File: config.mk
export PLATFORM = sky130hd
export DESIGN_NAME = io_bus_arbiter_flat
export DESIGN_NICKNAME = d
export VERILOG_FILES = /design/src/rtl/io_bus_arbiter_if.sv /design/src/rtl/io_bus_arbiter.sv /design/src/flat_wrapper.sv
export SDC_FILE = /design/constraint.sdc
export NUM_CORES = 1
export LEC_CHECK = 0
export CAP_MARGIN = 25
export CELL_PAD_IN_SITES_DETAIL_PLACEMENT = 1
export CELL_PAD_IN_SITES_GLOBAL_PLACEMENT = 1
export CORE_ASPECT_RATIO = 1.4
export CORE_UTILIZATION = 21
export CTS_CLUSTER_DIAMETER = 60
export DETAILED_ROUTE_END_ITERATION = 6
export PLACE_DENSITY_LB_ADDON = 0.15
export SYNTH_ARGS = -nofsm -noshare
export SYNTH_HDL_FRONTEND = slang
export SYNTH_SLANG_ARGS = --single-unit
File: constraint.sdc
create_clock -name clk -period 1.6 [get_ports clk]
set_input_delay 0.32 -clock clk [delete_from_list [all_inputs] [get_ports clk]]
set_output_delay 0.32 -clock clk [all_outputs]
set_load 0.005 [all_outputs]
File: src/rtl/io_bus_arbiter_if.sv
// Signal bundle between the two IO bus masters, the arbiter and the IO slave chain.
interface io_bus_arbiter_if #(
  parameter int unsigned ADR_W = 14
);

  // Master 0: CPU load/store unit
  logic             m0_req;
  logic             m0_we;
  logic [ADR_W-1:0] m0_adr;
  logic [31:0]      m0_wdata;
  logic             m0_gnt;
  logic             m0_rvalid;
  logic [31:0]      m0_rdata;

  // Master 1: UART debug loader / DMA
  logic             m1_req;
  logic             m1_we;
  logic [ADR_W-1:0] m1_adr;
  logic [31:0]      m1_wdata;
  logic             m1_gnt;
  logic             m1_rvalid;
  logic [31:0]      m1_rdata;

  // Chained IO register bus
  logic             dma_io_we;
  logic [ADR_W-1:0] dma_io_wadr;
  logic [31:0]      dma_io_wdata;
  logic [ADR_W-1:0] dma_io_radr;
  logic             dma_io_radr_en;
  logic [31:0]      dma_io_rdata;

  // Everything the arbiter does not drive: both masters plus the slave chain
  modport master (
    output m0_req, m0_we, m0_adr, m0_wdata,
    output m1_req, m1_we, m1_adr, m1_wdata,
    output dma_io_rdata,
    input  m0_gnt, m0_rvalid, m0_rdata,
    input  m1_gnt, m1_rvalid, m1_rdata,
    input  dma_io_we, dma_io_wadr, dma_io_wdata, dma_io_radr, dma_io_radr_en
  );

  // Arbiter side
  modport slave (
    input  m0_req, m0_we, m0_adr, m0_wdata,
    input  m1_req, m1_we, m1_adr, m1_wdata,
    input  dma_io_rdata,
    output m0_gnt, m0_rvalid, m0_rdata,
    output m1_gnt, m1_rvalid, m1_rdata,
    output dma_io_we, dma_io_wadr, dma_io_wdata, dma_io_radr, dma_io_radr_en
  );

endinterface

File: src/rtl/io_bus_arbiter.sv
// Two-master arbiter for the chained IO register bus: one single-beat command
// per cycle, registered onto the bus, read data routed back two cycles after grant.
module io_bus_arbiter #(
  parameter bit          RR_EN = 1'b1,
  parameter int unsigned ADR_W = 14
) (
  input  logic            clk,
  input  logic            rst_n,
  io_bus_arbiter_if.slave bus
);

  typedef enum logic {
    OWN_M0 = 1'b0,
    OWN_M1 = 1'b1
  } owner_e;

  typedef struct packed {
    logic             v;
    logic             we;
    logic [ADR_W-1:0] adr;
    logic [31:0]      wdata;
    owner_e           owner;
  } cmd_t;

  typedef struct packed {
    logic   v;
    owner_e owner;
  } rd_t;

  owner_e last_gnt;
  owner_e last_gnt_nxt;
  cmd_t   cmd_q;
  cmd_t   cmd_nxt;
  rd_t    rd_q;
  rd_t    rd_nxt;
  logic   gnt0_c;
  logic   gnt1_c;
  logic   rvalid0;
  logic   rvalid1;

  // Pick at most one winner this cycle; contention goes to whoever did not win last
  always_comb begin
    gnt0_c = 1'b0;
    gnt1_c = 1'b0;
    if (bus.m0_req && bus.m1_req) begin
      if (RR_EN && (last_gnt == OWN_M1)) begin
        gnt0_c = 1'b1;
      end else begin
        gnt1_c = 1'b1;
      end
    end else begin
      gnt0_c = bus.m0_req;
      gnt1_c = bus.m1_req;
    end
  end

  // Next command stage, return stage and grant history
  always_comb begin
    last_gnt_nxt = last_gnt;
    cmd_nxt      = '0;
    rd_nxt       = '0;
    rd_nxt.v     = cmd_q.v & ~cmd_q.we;
    rd_nxt.owner = cmd_q.owner;
    if (gnt0_c) begin
      last_gnt_nxt  = OWN_M0;
      cmd_nxt.v     = 1'b1;
      cmd_nxt.we    = bus.m0_we;
      cmd_nxt.adr   = bus.m0_adr;
      cmd_nxt.wdata = bus.m0_we ? bus.m0_wdata : 32'h0;
      cmd_nxt.owner = OWN_M0;
    end else if (gnt1_c) begin
      last_gnt_nxt  = OWN_M1;
      cmd_nxt.v     = 1'b1;
      cmd_nxt.we    = bus.m1_we;
      cmd_nxt.adr   = bus.m1_adr;
      cmd_nxt.wdata = bus.m1_we ? bus.m1_wdata : 32'h0;
      cmd_nxt.owner = OWN_M1;
    end
  end

  // Pipeline registers; reset discards any in-flight command or pending read
  always_ff @(posedge clk or negedge rst_n) begin
    if (!rst_n) begin
      last_gnt <= OWN_M1;
      cmd_q    <= '0;
      rd_q     <= '0;
    end else begin
      last_gnt <= last_gnt_nxt;
      cmd_q    <= cmd_nxt;
      rd_q     <= rd_nxt;
    end
  end

  // Grants are same-cycle handshakes back to the masters
  assign bus.m0_gnt = gnt0_c;
  assign bus.m1_gnt = gnt1_c;

  // Bus strobes straight from the command stage; idle/read fields are already zero
  assign bus.dma_io_we      = cmd_q.v & cmd_q.we;
  assign bus.dma_io_radr_en = cmd_q.v & ~cmd_q.we;
  assign bus.dma_io_wadr    = cmd_q.adr;
  assign bus.dma_io_radr    = cmd_q.adr;
  assign bus.dma_io_wdata   = cmd_q.wdata;

  // Return path: slave data is steered to the owner of the read, zero otherwise
  assign rvalid0 = rd_q.v & (rd_q.owner == OWN_M0);
  assign rvalid1 = rd_q.v & (rd_q.owner == OWN_M1);

  assign bus.m0_rvalid = rvalid0;
  assign bus.m1_rvalid = rvalid1;
  assign bus.m0_rdata  = rvalid0 ? bus.dma_io_rdata : 32'h0;
  assign bus.m1_rdata  = rvalid1 ? bus.dma_io_rdata : 32'h0;

endmodule
File: src/flat_wrapper.sv
// flat-port wrapper written by rule: the top's interface ports become plain ports
module io_bus_arbiter_flat 
#(
  parameter bit          RR_EN = 1'b1,
  parameter int unsigned ADR_W = 14
)
  (clk, rst_n, bus_m0_req, bus_m0_we, bus_m0_adr, bus_m0_wdata, bus_m1_req, bus_m1_we, bus_m1_adr, bus_m1_wdata, bus_dma_io_rdata, bus_m0_gnt, bus_m0_rvalid, bus_m0_rdata, bus_m1_gnt, bus_m1_rvalid, bus_m1_rdata, bus_dma_io_we, bus_dma_io_wadr, bus_dma_io_wdata, bus_dma_io_radr, bus_dma_io_radr_en);
  io_bus_arbiter_if #(.ADR_W(ADR_W)) bus_i ();
  input  logic clk;
  input  logic rst_n;
  input wire logic [$bits(bus_i.m0_req)-1:0] bus_m0_req;
  input wire logic [$bits(bus_i.m0_we)-1:0] bus_m0_we;
  input wire logic [$bits(bus_i.m0_adr)-1:0] bus_m0_adr;
  input wire logic [$bits(bus_i.m0_wdata)-1:0] bus_m0_wdata;
  input wire logic [$bits(bus_i.m1_req)-1:0] bus_m1_req;
  input wire logic [$bits(bus_i.m1_we)-1:0] bus_m1_we;
  input wire logic [$bits(bus_i.m1_adr)-1:0] bus_m1_adr;
  input wire logic [$bits(bus_i.m1_wdata)-1:0] bus_m1_wdata;
  input wire logic [$bits(bus_i.dma_io_rdata)-1:0] bus_dma_io_rdata;
  output wire logic [$bits(bus_i.m0_gnt)-1:0] bus_m0_gnt;
  output wire logic [$bits(bus_i.m0_rvalid)-1:0] bus_m0_rvalid;
  output wire logic [$bits(bus_i.m0_rdata)-1:0] bus_m0_rdata;
  output wire logic [$bits(bus_i.m1_gnt)-1:0] bus_m1_gnt;
  output wire logic [$bits(bus_i.m1_rvalid)-1:0] bus_m1_rvalid;
  output wire logic [$bits(bus_i.m1_rdata)-1:0] bus_m1_rdata;
  output wire logic [$bits(bus_i.dma_io_we)-1:0] bus_dma_io_we;
  output wire logic [$bits(bus_i.dma_io_wadr)-1:0] bus_dma_io_wadr;
  output wire logic [$bits(bus_i.dma_io_wdata)-1:0] bus_dma_io_wdata;
  output wire logic [$bits(bus_i.dma_io_radr)-1:0] bus_dma_io_radr;
  output wire logic [$bits(bus_i.dma_io_radr_en)-1:0] bus_dma_io_radr_en;
  assign bus_i.m0_req = bus_m0_req;
  assign bus_i.m0_we = bus_m0_we;
  assign bus_i.m0_adr = bus_m0_adr;
  assign bus_i.m0_wdata = bus_m0_wdata;
  assign bus_i.m1_req = bus_m1_req;
  assign bus_i.m1_we = bus_m1_we;
  assign bus_i.m1_adr = bus_m1_adr;
  assign bus_i.m1_wdata = bus_m1_wdata;
  assign bus_i.dma_io_rdata = bus_dma_io_rdata;
  assign bus_m0_gnt = bus_i.m0_gnt;
  assign bus_m0_rvalid = bus_i.m0_rvalid;
  assign bus_m0_rdata = bus_i.m0_rdata;
  assign bus_m1_gnt = bus_i.m1_gnt;
  assign bus_m1_rvalid = bus_i.m1_rvalid;
  assign bus_m1_rdata = bus_i.m1_rdata;
  assign bus_dma_io_we = bus_i.dma_io_we;
  assign bus_dma_io_wadr = bus_i.dma_io_wadr;
  assign bus_dma_io_wdata = bus_i.dma_io_wdata;
  assign bus_dma_io_radr = bus_i.dma_io_radr;
  assign bus_dma_io_radr_en = bus_i.dma_io_radr_en;
  io_bus_arbiter #(.RR_EN(RR_EN), .ADR_W(ADR_W)) u_core (.clk(clk), .rst_n(rst_n), .bus(bus_i));
endmodule
==> impl_metrics.yaml, run 1 <==
status:
  violations: "negative setup slack"
  status: "finished, violations left"
die:
  start_util_pct: 21.6
  rows: 49
  pin_count: 260
  core-area_mm2: 0.0129
  die_w_um: 99.2
  die_h_um: 138
  dieArea_mm2: 0.0137
clock_tree:
  clk_path_buf_depth: 2
  clock-sinks: 52
  cts_buffers: 5
  cts_root_buf: "clkbuf_16"
  insertion_delay_ns: 0.30
  clk_pin_slew_ns: 0.08
  htree_levels: 2
  tritoncts: "done"
timing:
  tightest_slew_ns: 0.287
  fmax_mhz: 570
  rsz0062_at_grt: "true"
  fin_crit_ns: 1.76
  slew_headroom_pct: 80.9
  setup_viol: 54
  tns_ns: -3.51
  setup_ws_ns: -0.155
  final-hold-violation-count: 0
  finClkSkew_ns: 0.00842
  period_share_pct: 110
  slew_violations: 0
synth:
  synth_ff_type: "dfrtp_1"
  ys_top_cells_by_area: "dfrtp_1, buf_4, a22o_1"
  yosysMostFrequentCell: "buf_4"
  synth_async_sr_flop_share_pct: 100
  syn_area_mm2: 0.00278
  synth_cells: 256
  avgSynthCellArea_um2: 10.9
  synth_edf_count: 0
  seq_area_frac_synth_pct: 46.8
  synth_top_cell_area_share_pct: 45.9
  ys_types: 18
  synth_fp_nets: 386
  yosys.area.top_type: "dfrtp_1"
  ys_warn_count: 0
  synth_top_cells_by_count: "buf_4, dfrtp_1, a22o_1"
  ys_ff_latch: 52
finish:
  areaGrowthSynthToFinish_pct: 96.6
  final_area_mm2: 0.00547
  layout-drive-gt1-share_pct: 27.4
  num_antenna_cells: 0
  nets: 596
  fin_util_pct: 42.5
  final_cells: 620
global_route:
  grt_pass1_wl_um: 16400
  grt_use_total_pct: 15.8
  grt_max_degree: 53
  grt_pass1_vias: 2812
  grt_overflow: 0
  antenna_found_initial: 0
run:
  cap_violations: 0
route:
  drt_iter0_drc: 29
  dr.pass1.iters: 4
  routed_wirelength_um: 11100
  ant_nets: 0
  vias: 2653
  met2_length_um: 6280
  drt-met1-wl_um: 3600
  highest-signal-layer: "met4"
  viasPerCell: 4.28
  drc: 0
  drt-wirelength-per-cell_um: 17.9
  wl_met3_um: 1060
critical_path:
  crit_path_start_kind: "flip-flop"
  path_max_fanout: 5
  worstSetupPathType: "reg -> out"
  required_ns: 1.28
  crit_arrival_ns: 1.44
  end_kind: "primary output"
placement:
  gp_congestion: 0.736
  placed_cell_area_mm2: 0.00510
  hpwl_um: 8110
  io_buffers: 259
  dp.cells: 599
pwr:
  peakVddDrop_v: 0.000450
  p_leak_nw: 2.57
  powerDensity_mw_per_mm2: 757
worst_hold_path:
  hp-class: "in -> async"
-- worst paths after layout --
check	from	to	slack, ns	depth (start not counted)
setup reg to reg	u_core.last_gnt$_DFFE_PN1P_	u_core.cmd_q[47]$_DFF_PN0_	0.05	5
hold / removal	rst_n	u_core.bus.dma_io_radr[9]$_DFF_PN0_	0.006	2
max in group asynchronous	rst_n	u_core.last_gnt$_DFFE_PN1P_	1.30	2
hold reg to reg	u_core.cmd_q[0]$_DFF_PN0_	u_core.rd_q[0]$_DFF_PN0_	0.37	0
setup / recovery	u_core.rd_q[1]$_DFF_PN0_	bus_m0_rdata[6]	-0.16	6
min in group clk	u_core.cmd_q[0]$_DFF_PN0_	u_core.rd_q[0]$_DFF_PN0_	0.37	0
-- per-stage QoR --
stage | power [W] | hold slack, ns | setup slack [ns]
2_1_floorplan | 0.00199 | 0.0244 | 0.225
3_3_place_gp | 0.00274 | 0.339 | -0.342
3_5_place_dp | 0.00276 | 0.347 | -0.398
4_1_cts | 0.00414 | 0.0209 | -0.326
5_1_grt | 0.00433 | 0.0242 | -0.200
6_report | 0.00414 | 0.00619 | -0.155
-- registers in the layout, summed over array words and instances, names as in the netlist --
name                     flops
u_core.rd_q                  2
u_core.last_gnt              1
u_core.bus.dma_io_radr      14
u_core.bus.dma_io_wdata     32
u_core.cmd_q                 3
-- repair_timing --
action,CTS,global route
pin swaps,16,14
setup buffers,6,4
hold buffers,0,0
endpoints found under the setup margin,103,64
gates cloned,5,2
resized for setup,265,58
-- layout make-up --
type / instances / area (um2)
clock inverters: 3 / 46.3
repair buffers: 281 / 2800
multi-input cells: 126 / 1000
fillers: 1397 / 7410
flip-flops and latches: 52 / 1300
well taps: 153 / 191
clock buffers: 5 / 125
-- logic make-up (layout without fill, tap and decap cells) --
logic type,Yosys count,count (layout),synth area share (%)
AO/OA/AOI/OAI,49,49,15.6
buffers and inverters,80,289,20.7
flip-flops,52,52,46.8
AND/OR/NAND/NOR,75,77,16.9
-- worst max-delay path, stage by stage (launching register included) --
cell	delay [ns]
dfrtp_1	0.39
nor2b_4	0.14
buf_6	0.13
buf_12	0.12
buf_12	0.12
and2_4	0.14
buf_6	0.10
-- power breakdown --
group | internal [W] | total (W) | leakage [nW] | switching [W]
combinational | 0.000948 | 0.00141 | 1.82 | 0.000461
sequential | 0.00142 | 0.00147 | 0.666 | 0.0000466
clock | 0.000745 | 0.00126 | 0.0804 | 0.000516
total | 0.00312 | 0.00414 | 2.57 | 0.00102
-- cells in the final DEF, fill, tap and decap left out --
cell type / Yosys / routed
clkbuf_2: 1 / 10
buf_16: 0 / 2
clkdlybuf4s50_1: 0 / 187
dfrtp_2: 0 / 1
or2_2: 2 / 2
buf_4: 64 / 8
buf_2: 2 / 19
buf_6: 4 / 34
nand2b_1: 1 / 1
a22o_1: 46 / 46
a21boi_0: 1 / 1
clkinvlp_4: 0 / 1
clkdlybuf4s15_1: 0 / 10
buf_12: 0 / 5
a21boi_4: 1 / 1
dfstp_2: 1 / 1
and2_1: 35 / 5
clkbuf_16: 0 / 6
nor2b_1: 2 / 1
inv_6: 0 / 1
bufinv_16: 0 / 1
buf_8: 0 / 2
a21oi_1: 1 / 1
and3_1: 33 / 33
dlygate4sd2_1: 0 / 3
and2_4: 1 / 33
nor2b_4: 0 / 1
nor2_1: 1 / 1
dfrtp_1: 51 / 50
-- routing by layer --
| metal | up-vias | GRT usage (%) |
|---|---|---|
| li1 | 1245 | - |
| met4 | 0 | 4.64 |
| met3 | 12 | 5.01 |
| met5 | - | 0 |
| met1 | 1235 | 15.2 |
| met2 | 161 | 31.3 |
Note: power is estimated with default switching activity, not from simulation.
==> run 2: changes to the inputs <==
--- a/config.mk
+++ b/config.mk
@@ -9,9 +9,11 @@
 export CELL_PAD_IN_SITES_DETAIL_PLACEMENT = 1
 export CELL_PAD_IN_SITES_GLOBAL_PLACEMENT = 1
 export CORE_ASPECT_RATIO = 1.4
-export CORE_UTILIZATION = 21
+export CORE_MARGIN = 1
+export CORE_UTILIZATION = 19
 export CTS_CLUSTER_DIAMETER = 60
 export DETAILED_ROUTE_END_ITERATION = 6
+export GPL_TIMING_DRIVEN = 1
 export PLACE_DENSITY_LB_ADDON = 0.15
 export SYNTH_ARGS = -nofsm -noshare
 export SYNTH_HDL_FRONTEND = slang
==> constraint.sdc (replaced) <==
create_clock -name clk -period 1.53 [get_ports clk]
set_input_delay 0.306 -clock clk [delete_from_list [all_inputs] [get_ports clk]]
set_output_delay 0.306 -clock clk [all_outputs]
set_load 0.005 [all_outputs]
==> impl_metrics.yaml, run 2 (synthesis results as in run 1) <==
die:
  die_w_um: 104
  rows: 51
  pin_count: 260
  start_util_pct: 19.7
  core-area_mm2: 0.0141
  die_h_um: 145
  dieArea_mm2: 0.0151
critical_path:
  critPathBufInv: 4
  worstSetupPathType: "reg -> out"
  path_cells: "buf_6 -> nor2b_4 -> buf_6 -> buf_16 -> and2_4 -> buf_6"
  crit_slowest_cell: "dfrtp_2"
  cpLargestDelayFamily: "buffers and inverters"
  crit_arrival_ns: 1.54
  path_max_fanout: 5
  crit_path_start_kind: "flip-flop"
  critical_path.most_common_cell: "buf_6"
  end_kind: "primary output"
  cp_slowest_stage_delay_ns: 0.44
  required_ns: 1.22
global_route:
  grt_max_degree: 34
  grt_pass1_wl_um: 17500
  grt_overflow: 0
  antenna_found_initial: 1
  grt_use_total_pct: 15.1
  grt_pass1_vias: 2808
status:
  status: "finished, violations left"
  violations: "negative setup slack"
route:
  vias: 2679
  ant_nets: 0
  viasPerCell: 4.05
  drt_iter0_drc: 67
  dr.pass1.iters: 3
  drc: 0
  drt-wirelength-per-cell_um: 17.4
  routed_wirelength_um: 11500
clock_tree:
  clk_path_buf_depth: 2
  clk_pin_slew_ns: 0.07
  cts_buffers: 5
  htree_levels: 2
  cts_root_buf: "clkbuf_16"
  clock-sinks: 52
  tritoncts: "done"
  insertion_delay_ns: 0.29
timing:
  setup_viol: 66
  period_share_pct: 121
  slew_headroom_pct: 73.0
  slew_violations: 0
  tns_ns: -15.26
  fin_crit_ns: 1.85
  rsz0062_at_grt: "true"
  tightest_slew_ns: 0.404
  setup_ws_ns: -0.317
  final-hold-violation-count: 0
  finClkSkew_ns: 0.00279
  fmax_mhz: 542
finish:
  layout-drive-gt1-share_pct: 27.9
  largest_register_ffs: 32
  layout_commonest_cell: "clkdlybuf4s50_1"
  fillerInstances: 1546
  final_cells: 662
  nets: 605
  areaGrowthSynthToFinish_pct: 106
  mostFrequentLayoutCells: "clkdlybuf4s50_1, dfrtp_1, a22o_1, buf_6"
placement:
  io_buffers: 259
  hpwl_um: 8770
  gp_congestion: 0.762
  dp.cells: 635
pwr:
  total_power_w: 0.00457
  peakVddDrop_v: 0.000380
  p_leak_nw: 2.71
  powerDensity_mw_per_mm2: 798
run:
  cap_violations: 0
worst_hold_path:
  hp-class: "reg -> reg"
==> run 2: path summary, 6_finish.rpt <==
path	from	to	slack (ns)	cells after the start
setup / recovery	u_core.rd_q[0]$_DFF_PN0_	bus_m0_rdata[2]	-0.32	6
max in group asynchronous	rst_n	u_core.last_gnt$_DFFE_PN1P_	0.52	3
hold reg to reg	u_core.cmd_q[0]$_DFF_PN0_	u_core.rd_q[0]$_DFF_PN0_	0.36	0
hold / removal	u_core.cmd_q[0]$_DFF_PN0_	u_core.rd_q[0]$_DFF_PN0_	0.36	0
setup reg to reg	u_core.last_gnt$_DFFE_PN1P_	u_core.bus.dma_io_wdata[19]$_DFF_PN0_	0.10	5
min in group asynchronous	rst_n	u_core.bus.dma_io_wdata[14]$_DFF_PN0_	0.47	2
==> run 2: where the power goes <==
| part | internal (W) | switching (W) | total, W |
|---|---|---|---|
| registers | 0.00149 | 0.0000479 | 0.00154 |
| logic | 0.00106 | 0.000503 | 0.00156 |
| clock network | 0.000944 | 0.000525 | 0.00147 |
==> run 2: what timing repair did <==
| item | in CTS | in global routing |
|---|---|---|
| cloned | 7 | 0 |
| hold endpoints to repair | 14 | 0 |
| pin swaps | 30 | 4 |
| endpoints found under the setup margin | 101 | 72 |
| hold buffers | 1 | 0 |
| buffers inserted | 12 | 2 |
| resized for setup | 288 | 31 |
==> run 2: stage by stage <==
stage          area, um2  hold WS [ns]  util [%]  setup slack, ns
2_1_floorplan       2780        0.0104         -            0.169
3_3_place_gp        5200         0.255      36.9           -0.493
3_5_place_dp        5200         0.257      36.9           -0.502
4_1_cts             5650         0.363      40.1           -0.350
5_1_grt             5730         0.371      40.6           -0.362
6_report            5730         0.361      40.6           -0.317
==> run 2: layer usage <==
layer  up-vias  wire length [um]  track usage [%]
li1       1260                 -                -
met2       149              6440             29.4
met1      1256              4080             15.4
met5         -                 0                0
met4         0               233             4.00
met3        14               795             4.58
==> run 2: area by class of cell <==
type                    instances  area, um2  share of cell area, %
diodes                          1       2.50                 0.0437
clock buffers                   5        125                   2.19
clock inverters                 3       68.8                   1.20
multi-input cells             124        998                   17.4
flip-flops and latches         52       1300                   22.8
well taps                     185        231                   4.04
repair buffers                292       3000                   52.3
